<file path="src/rtl/button_event_decoder_pkg.sv">
// Shared definitions for the button event decoder: FSM state encoding.
package button_event_decoder_pkg;

  localparam int unsigned StateW = 3;

  typedef enum logic [StateW-1:0] {
    StIdle   = 3'd0,
    StPress1 = 3'd1,
    StWait2  = 3'd2,
    StPress2 = 3'd3,
    StHeld   = 3'd4
  } state_e;

endpackage

</file>
<file path="src/rtl/interval_timer.sv">
// Tick-driven interval counter with synchronous clear and saturation.
// hit_o flags the tick that completes limit_i ticks since the last clear.
module interval_timer #(
  parameter int unsigned CNT_W = 24
) (
  input  logic             clk,
  input  logic             rst_n,
  input  logic             clr_i,
  input  logic             tick_i,
  input  logic [CNT_W-1:0] limit_i,
  output logic             hit_o
);

  logic [CNT_W-1:0] cnt_q, cnt_d;

  always_comb begin
    cnt_d = cnt_q;
    if (clr_i) begin
      cnt_d = '0;
    end else if (tick_i && (cnt_q != '1)) begin
      cnt_d = cnt_q + CNT_W'(1);
    end
  end

  always_ff @(posedge clk or negedge rst_n) begin
    if (!rst_n) begin
      cnt_q <= '0;
    end else begin
      cnt_q <= cnt_d;
    end
  end

  // A zero limit means the interval is disabled and never hits.
  assign hit_o = tick_i & (limit_i != '0) & (cnt_q == (limit_i - CNT_W'(1)));

endmodule

</file>
<file path="src/rtl/button_event_decoder.sv">
// Decodes a debounced button level into one-cycle press/release/click/long/repeat strobes.
// All timing is counted in tick_i strobes; every output is registered.
module button_event_decoder
  import button_event_decoder_pkg::*;
#(
  parameter int unsigned CNT_W        = 24,
  parameter int unsigned LONG_TICKS   = 8,
  parameter int unsigned DCLICK_TICKS = 4,
  parameter int unsigned REPEAT_TICKS = 3
) (
  input  logic clk,
  input  logic rst_n,
  input  logic tick_i,
  input  logic btn_i,
  output logic press_o,
  output logic release_o,
  output logic single_o,
  output logic double_o,
  output logic long_o,
  output logic repeat_o,
  output logic busy_o
);

  localparam logic [CNT_W-1:0] LongLim   = CNT_W'(LONG_TICKS);
  localparam logic [CNT_W-1:0] DclickLim = CNT_W'(DCLICK_TICKS);
  localparam logic [CNT_W-1:0] RepeatLim = CNT_W'(REPEAT_TICKS);

  state_e state_q, state_d;
  logic   btn_q;
  logic   rise, fall;
  logic   hit, clr;
  logic [CNT_W-1:0] limit;

  logic   single_d, double_d, long_d, repeat_d;
  logic   press_q, release_q, single_q, double_q, long_q, repeat_q, busy_q;

  assign rise = btn_i & ~btn_q;
  assign fall = ~btn_i & btn_q;

  // Interval length depends only on the current state; kept apart from the
  // next-state logic so the hit -> state_d path stays acyclic.
  always_comb begin
    limit = '0;
    unique case (state_q)
      StPress1, StPress2: limit = LongLim;
      StWait2:            limit = DclickLim;
      StHeld:             limit = RepeatLim;
      default:            limit = '0;
    endcase
  end

  // Edges are checked before hit so an edge coinciding with a tick wins.
  always_comb begin
    state_d  = state_q;
    single_d = 1'b0;
    double_d = 1'b0;
    long_d   = 1'b0;
    repeat_d = 1'b0;
    unique case (state_q)
      StIdle: begin
        if (rise) state_d = StPress1;
      end
      StPress1: begin
        if (fall) begin
          if (DCLICK_TICKS == 0) begin
            single_d = 1'b1;
            state_d  = StIdle;
          end else begin
            state_d = StWait2;
          end
        end else if (hit) begin
          long_d  = 1'b1;
          state_d = StHeld;
        end
      end
      StWait2: begin
        if (rise) begin
          state_d = StPress2;
        end else if (hit) begin
          single_d = 1'b1;
          state_d  = StIdle;
        end
      end
      StPress2: begin
        if (fall) begin
          double_d = 1'b1;
          state_d  = StIdle;
        end else if (hit) begin
          long_d  = 1'b1;
          state_d = StHeld;
        end
      end
      StHeld: begin
        if (fall) begin
          state_d = StIdle;
        end else if (hit) begin
          repeat_d = 1'b1;
        end
      end
      default: state_d = StIdle;
    endcase
  end

  // Every hit either changes state or restarts the repeat period.
  assign clr = rise | fall | hit | (state_d != state_q);

  interval_timer #(
    .CNT_W (CNT_W)
  ) u_timer (
    .clk     (clk),
    .rst_n   (rst_n),
    .clr_i   (clr),
    .tick_i  (tick_i),
    .limit_i (limit),
    .hit_o   (hit)
  );

  always_ff @(posedge clk or negedge rst_n) begin
    if (!rst_n) begin
      state_q   <= StIdle;
      btn_q     <= 1'b0;
      press_q   <= 1'b0;
      release_q <= 1'b0;
      single_q  <= 1'b0;
      double_q  <= 1'b0;
      long_q    <= 1'b0;
      repeat_q  <= 1'b0;
      busy_q    <= 1'b0;
    end else begin
      state_q   <= state_d;
      btn_q     <= btn_i;
      press_q   <= rise;
      release_q <= fall;
      single_q  <= single_d;
      double_q  <= double_d;
      long_q    <= long_d;
      repeat_q  <= repeat_d;
      busy_q    <= (state_d != StIdle);
    end
  end

  assign press_o   = press_q;
  assign release_o = release_q;
  assign single_o  = single_q;
  assign double_o  = double_q;
  assign long_o    = long_q;
  assign repeat_o  = repeat_q;
  assign busy_o    = busy_q;

endmodule

</file>
<file path="config.mk">
export PLATFORM = sky130hd
export DESIGN_NAME = button_event_decoder
export DESIGN_NICKNAME = d
export VERILOG_FILES = /design/src/rtl/button_event_decoder_pkg.sv /design/src/rtl/interval_timer.sv /design/src/rtl/button_event_decoder.sv
export SDC_FILE = /design/constraint.sdc
export NUM_CORES = 1
export LEC_CHECK = 0
export CAP_MARGIN = 10
export CORE_ASPECT_RATIO = 1.75
export CORE_UTILIZATION = 50
export DETAILED_ROUTE_END_ITERATION = 7
export GPL_TIMING_DRIVEN = 0
export PLACE_DENSITY_LB_ADDON = 0.08
export SKIP_CTS_REPAIR_TIMING = 1
export SYNTH_ARGS = -nofsm -noshare
export SYNTH_HDL_FRONTEND = slang
export SYNTH_SLANG_ARGS = --single-unit
export TNS_END_PERCENT = 5
</file>
<file path="constraint.sdc">
create_clock -name clk -period 2.9 [get_ports clk]
set_input_delay 0.58 -clock clk [delete_from_list [all_inputs] [get_ports clk]]
set_output_delay 0.58 -clock clk [all_outputs]
set_load 0.03 [all_outputs]
</file>
==> results of run 1 <==
## final cells by class
class | count | area share, %
multi-input combinational | 151 | 46.4
sequential | 35 | 38.7
clock buffer | 8 | 4.42
timing repair buffer | 10 | 4.20
tap | 48 | 2.65
buffer | 8 | 2.27
inverter | 8 | 1.33
## state kept, by name, indices dropped and copies added (netlist names)
signal / cells
u_timer.cnt_q: 24
single_o: 1
long_o: 1
state_q: 3
release_o: 1
busy_o: 1
repeat_o: 1
press_o: 1
btn_q: 1
double_o: 1
## kinds of logic (layout without fill, tap and decap cells)
group	after synthesis	count (layout)	share of synthesized area (%)
AND/OR/NAND/NOR	97	97	30.7
AO/OA/AOI/OAI	32	32	11.3
flip-flops	35	35	43.6
buffers and inverters	16	34	4.05
XOR/XNOR	18	18	7.85
adder cells (fa/ha/maj)	4	4	2.49
## where the power goes
part	switching, uW	internal (uW)
sequential	19.3	504
combinational	99.0	69.7
clock	166	217
total	285	790
## path summary, 6_finish.rpt
check,startpoint,endpoint,cells past startpoint
max reg2reg,state_q[1],u_timer.cnt_q[13],9
max,state_q[1],u_timer.cnt_q[13],9
min reg2reg,btn_q,release_o,1
max in group asynchronous,rst_n,state_q[1],1
min,rst_n,long_o,1
min in group clk,btn_q,release_o,1
## through the flow
stage	utilization [%]	hold slack (ns)	setup WS (ns)	instance area, sq um
3_5_place_dp	56.0	0.554	0.154	2160
5_1_grt	58.5	0.428	0.146	2260
4_1_cts	58.5	0.392	0.264	2260
2_1_floorplan	-	0.284	0.513	2010
6_report	58.5	0.362	0.264	2260
3_3_place_gp	56.1	0.526	0.189	2170
## worst max-delay path, stage by stage (launching register included)
cell and delay (ns):
sky130_fd_sc_hd__dfrtp_1 0.48, sky130_fd_sc_hd__nand2b_1 0.24, sky130_fd_sc_hd__a21o_1 0.18, sky130_fd_sc_hd__ha_1 0.19
sky130_fd_sc_hd__or4bb_1 0.50, sky130_fd_sc_hd__a211oi_2 0.31, sky130_fd_sc_hd__o211ai_4 0.17, sky130_fd_sc_hd__nand3_2 0.21
sky130_fd_sc_hd__buf_6 0.17, sky130_fd_sc_hd__a21oi_1 0.05
## routing by layer
layer  routed length [microns]  up-vias
li1                          -      774
met1                      1650      790
met2                      2520       27
met3                       112        8
met4                        80        0
met5                         0        -
## cells in the final DEF, fill, tap and decap left out, drive strengths merged, types with 2 or more instances in the layout
master and count:
dfrtp 35, nor2 25, xnor2 16, a21oi 12
nor3 10, clkbuf 10, clkdlybuf4s50 9, or4 9
inv 8, nand3 8, nand2 7, nand4 7
nor4 7, buf 7, a211oi 6, nand2b 5
o31ai 4, ha 4, or3 3, or3b 2
nand3b 2, o22a 2, nor3b 2, xor2 2
and4bb 2, o211ai 2, o21ai 2
==> qor.tcl, run 1 <==
set qor(cts_buffer_depth) 2
set qor(p_total_uw) 1070
set qor(buffer_ports.inserted) 10
set qor(postSynth.asyncResetShare_pct) 100
set qor(path_clk_slew_ns) 0.07
set qor(grtUsageMet2_pct) 44.2
set qor(vias_per_cell) 5.97
set qor(clock_sinks) 35
set qor(fin_skew_ns) 0.00624
set qor(synth_fp_nets) 210
set qor(yosysWarnings) 0
set qor(drc_errors) 0
set qor(floorplan.die.height_microns) 85.8
set qor(dr.pass1.iters) 4
set qor(routed_wl_microns) 4360
set qor(ios) 11
set qor(vias_in_the_first_global_route) 1613
set qor(timing.final.crit_share_pct) 90.9
set qor(mapped_cell_area_sq_um) 2010
set qor(cts_root_buf) {sky130_fd_sc_hd__clkbuf_8}
set qor(period_minus_slack_ns) 2.64
set qor(tritoncts) {built}
set qor(rrSetupSlack_ns) 0.26
set qor(power_per_cell_area_nw_per_um2) 475
set qor(cap_violations) 0
set qor(setup_tns_ns) 0
set qor(fp-row-count) 30
set qor(run_status) {completed}
set qor(dieArea_sq_um) 4280
set qor(finalSetupViolCount) 0
set qor(top_cell_type_s_share_of_synthesized_area_pct) 43.6
set qor(antenna_viol_nets_final) 0
set qor(ant_cells) 0
set qor(drt_first_iter_violations) 45
set qor(place.detailed.hpwl_microns) 3320
set qor(fmax_mhz) 379
set qor(clk_latency_ns) 0.29
set qor(grt_use_met1_pct) 24.2
set qor(dpl.cell_count) 260
set qor(syn_area_per_cell_sq_um) 9.94
set qor(syn_inst_count) 202
set qor(grt_busiest_layer) {met2}
set qor(timing.final.max_slew_violations) 0
set qor(transition_time_at_the_pin_with_the_least_slew_margin_ns) 0.915
set qor(htree_num_levels) 2
set qor(grt.overflow.total) 0
set qor(synth_sequential_area_ratio_pct) 43.6
set qor(post_route_cells_drive_above_1_share_pct) 12.3
set qor(synth_top_flop_cell) {sky130_fd_sc_hd__dfrtp_1}
set qor(yosys.area.top_type) {sky130_fd_sc_hd__dfrtp_1}
set qor(final-hold-violation-count) 0
set qor(groute.usage.overall_pct) 23.4
set qor(yosysUniqueCellTypes) 49
set qor(route.vias.total) 1599
set qor(ffs_latches_synth) 35
set qor(initial_core_util_pct) 51.9
set qor(crit_path_max_fanout) 10
set qor(die_width_microns) 49.9
set qor(nNetsFinal) 227
set qor(crit_path_start_kind) {flop}
set qor(grt_pass1_wl_microns) 7450
set qor(ir_drop_mv) 0.358
set qor(worstSetupPathType) {reg2reg}
set qor(grt.met3_usage_pct) 4.43
set qor(detail_route.wl_per_cell_microns) 16.3
set qor(seq_area_sq_um) 876
set qor(worstPathArrival_ns) 2.79
set qor(gpl.final_weighted_congestion) 0.854
set qor(netlist_top_cells_count) {35 x sky130_fd_sc_hd__dfrtp_1, 25 x sky130_fd_sc_hd__nor2_1, 16 x sky130_fd_sc_hd__xnor2_1}
set qor(synth_area_leaders) {sky130_fd_sc_hd__dfrtp_1 44%, sky130_fd_sc_hd__xnor2_1 7.0%, sky130_fd_sc_hd__nor2_1 4.7%, sky130_fd_sc_hd__a21oi_1 3.0%, sky130_fd_sc_hd__or4_1 3.0%}
set qor(worst_hold_path_type) {in2async}
set qor(cts_made_buffers) 5
set qor(fill_cells) 346
set qor(critical_path.endpoint_type) {flop}
set qor(required_ns) 3.06
set qor(multi_input_gate_area_sq_um) 1050
set qor(fin_cells) 268
set qor(grt_antenna_before_repair) 0
set qor(synth.most_common_cell) {sky130_fd_sc_hd__dfrtp_1}
set qor(tightest_slew_margin_relative_to_the_limit_pct) 38.5
set qor(edff_count_synth) 0
set qor(areaGrowthSynthToFinish_pct) 12.7
set qor(pin_count_of_the_biggest_net_entering_global_routing) 36
set qor(power.static_leakage_uw) 0.000878
set qor(unrepaired_setup_endpoints_after_global_routing) {false}
set qor(core_area_sq_um) 3870
Note: power is estimated with default switching activity, not from simulation.
==> run 2, diff against run 1 <==
Settings changed: CORE_ASPECT_RATIO 1.75 to not set, CTS_CLUSTER_DIAMETER set to 30.
==> run 2 against run 1 <==
Compared with the run above: register-to-register slack better by 0.02 ns; sequential power barely moved; sequential share of layout area is 0.30 points lower; first-iteration DRC count rose by 51%; final area grew 0.77%; clock-buffer cell count is 2 lower; non-clock buffer count is the same; utilization up 2.4 points; highest routed layer unchanged.
==> qor.tcl, run 2 (synthesized netlist as in run 1, its figures left out) <==
set qor(cap_violations) 0 ;# unchanged
set qor(place.detailed.hpwl_microns) 3000 ;# -9.8%
set qor(tritoncts) {built}
set qor(worstPathArrival_ns) 2.78 ;# about the same
set qor(max_reg_flops) 24 ;# unchanged
set qor(multi_input_gate_area_sq_um) 1050 ;# unchanged
set qor(areaGrowthSynthToFinish_pct) 13.6
set qor(timing.final.max_slew_violations) 0 ;# unchanged
set qor(fin_skew_ns) 0.00739 ;# +0.00115 ns
set qor(worstSetupPathType) {reg2reg}
set qor(finalSetupViolCount) 0 ;# unchanged
set qor(grt_antenna_before_repair) 0 ;# unchanged
set qor(fill_cells) 315 ;# -9.0%
set qor(post_route_cells_drive_above_1_share_pct) 12.7 ;# +0.45 points
set qor(period_minus_slack_ns) 2.62 ;# -0.0183 ns
set qor(stdcell_area_sq_um) 2280 ;# +0.77%
set qor(groute.usage.overall_pct) 22.8 ;# -0.54 points
set qor(ant_cells) 0 ;# unchanged
set qor(gpl.final_weighted_congestion) 0.802 ;# -6.0%
set qor(fp-row-count) 22 ;# -27%
set qor(path_clk_slew_ns) 0.07 ;# about the same
set qor(timing.critical_path.slowest_cell_delay_ns) 0.50 ;# about the same
set qor(layout_common_cells) {35 x sky130_fd_sc_hd__dfrtp_1, 25 x sky130_fd_sc_hd__nor2_1, 16 x sky130_fd_sc_hd__xnor2_1, 12 x sky130_fd_sc_hd__a21oi_1, 10 x sky130_fd_sc_hd__nor3_1}
set qor(setup_tns_ns) 0 ;# unchanged
set qor(antenna_viol_nets_final) 0 ;# unchanged
set qor(crit_path_max_fanout) 10 ;# unchanged
set qor(vias_in_the_first_global_route) 1586 ;# -1.7%
set qor(grt_pass1_wl_microns) 7260 ;# -2.6%
set qor(drt_first_iter_violations) 68 ;# +51%
set qor(route.vias.total) 1622 ;# +1.4%
set qor(vias_per_cell) 6.05 ;# +1.4%
set qor(place_area_sq_um) 2160 ;# unchanged
set qor(timing.final.crit_share_pct) 90.3 ;# -0.63 points
set qor(transition_time_at_the_pin_with_the_least_slew_margin_ns) 0.855 ;# -0.0604 ns
set qor(run_status) {completed}
set qor(critPathSlowestCell) {sky130_fd_sc_hd__or4bb_1}
set qor(worstPathCellList) {buf_4 > nand2b_1 > a21o_1 > ha_1 > or4bb_1 > a211oi_2 > o211ai_4 > nand3_2 > buf_6 > a21oi_1}
set qor(initial_core_util_pct) 53.6 ;# +1.7 points
set qor(drc_errors) 0 ;# unchanged
set qor(fmax_mhz) 382 ;# +0.70%
set qor(unrepaired_setup_endpoints_after_global_routing) {false}
set qor(nNetsFinal) 227 ;# unchanged
set qor(floorplan.die.height_microns) 65.4 ;# -24%
set qor(critical_path.endpoint_type) {flop}
set qor(htree_num_levels) 2 ;# unchanged
set qor(final.setup.worst_slack_ns) 0.283 ;# +0.0182 ns
set qor(max_flop_register) {u_timer.cnt_q}
set qor(cts_buffer_depth) 2 ;# unchanged
set qor(tightest_slew_margin_relative_to_the_limit_pct) 42.5 ;# +4.1 points
set qor(seq_area_sq_um) 876 ;# unchanged
set qor(routed_wl_microns) 4150 ;# -4.9%
set qor(final-hold-violation-count) 0 ;# unchanged
set qor(core_area_sq_um) 3740 ;# -3.2%
set qor(place_ws_ns) 0.140 ;# -0.0137 ns
set qor(ios) 11 ;# unchanged
set qor(ir_drop_mv) 0.313 ;# -13%
set qor(clk_latency_ns) 0.29 ;# about the same
set qor(cts_root_buf) {sky130_fd_sc_hd__clkbuf_8}
set qor(clock_sinks) 35 ;# unchanged
set qor(buffer_ports.inserted) 10 ;# unchanged
set qor(power_per_cell_area_nw_per_um2) 502 ;# +5.8%
set qor(detail_route.wl_per_cell_microns) 15.5 ;# -4.9%
set qor(dr.pass1.iters) 5 ;# +1
set qor(crit_path_start_kind) {flop}
set qor(biggestRegsByFlops) {u_timer.cnt_q (24), state_q (3)}
set qor(worst_hold_path_type) {in2async}
set qor(grt.overflow.total) 0 ;# unchanged
set qor(pin_count_of_the_biggest_net_entering_global_routing) 36 ;# unchanged
set qor(required_ns) 3.06 ;# about the same
set qor(die_width_microns) 65.4 ;# +31%
set qor(power.static_leakage_uw) 0.000888 ;# +1.1%
set qor(layout_commonest_cell) {sky130_fd_sc_hd__dfrtp_1}
set qor(dieArea_sq_um) 4270 ;# -0.23%
set qor(rrSetupSlack_ns) 0.28 ;# +0.02 ns
set qor(cts_made_buffers) 5 ;# unchanged
[run 2: cell types whose count changed in the layout (fill, tap and decap cells not counted)]
cell / before / now
sky130_fd_sc_hd__bufinv_16: 0 / 1
sky130_fd_sc_hd__clkbuf_1: 3 / 2
sky130_fd_sc_hd__clkinv_2: 0 / 1
sky130_fd_sc_hd__clkbuf_8: 7 / 6
[run 2: critical path, delay by kind of cell, from the launching register on]
family,cells,cell delay [ns]
simple gates,3,0.87
compound gates,4,0.73
flops,1,0.38
buf+inv,2,0.34
fa+ha+maj,1,0.18
[run 2: path summary, 6_finish.rpt]
kind	depth (start not counted)	start	endpoint
worst max register to register	10	state_q[2]	u_timer.cnt_q[13]
max in group asynchronous	1	rst_n	u_timer.cnt_q[17]
worst min-delay path	1	rst_n	press_o
min in group clk	1	btn_q	release_o
worst min register to register	1	btn_q	release_o
worst max-delay path	10	state_q[2]	u_timer.cnt_q[13]
[run 2: layout make-up]
cell class                      count  share of cell area (%)
Multi-Input combinational cell    151                    46.1
Sequential cell                    35                    38.4
Timing Repair Buffer               10                    4.17
Clock buffer                        6                    3.62
Tap cell                           48                    2.63
Buffer                              8                    2.25
Clock inverter                      2                    1.54
Inverter                            8                    1.32
[run 2: where the power goes]
part           internal [uW]  switching [uW]
logic                   69.1            99.6
clock network            278             177
registers                504            18.3
[run 2: metrics by stage]
step | power [uW] | cells | utilization (%) | hold WS (ns)
after floorplan | 647 | 202 | - | 0.284
after global placement | 694 | 260 | 57.9 | 0.526
after detailed placement | 701 | 260 | 57.8 | 0.538
after CTS | 1160 | 268 | 60.9 | 0.392
after global routing | 1200 | 268 | 60.9 | 0.433
final | 1150 | 268 | 60.9 | 0.366
[run 2: routing by layer]
| layer | wire length (microns) | GRT usage, % | up-vias |
|---|---|---|---|
| li1 | - | - | 771 |
| met1 | 1730 | 25.8 | 804 |
| met2 | 2170 | 40.1 | 40 |
| met3 | 187 | 6.25 | 7 |
| met4 | 59 | 9.78 | 0 |
| met5 | 0 | 0 | - |
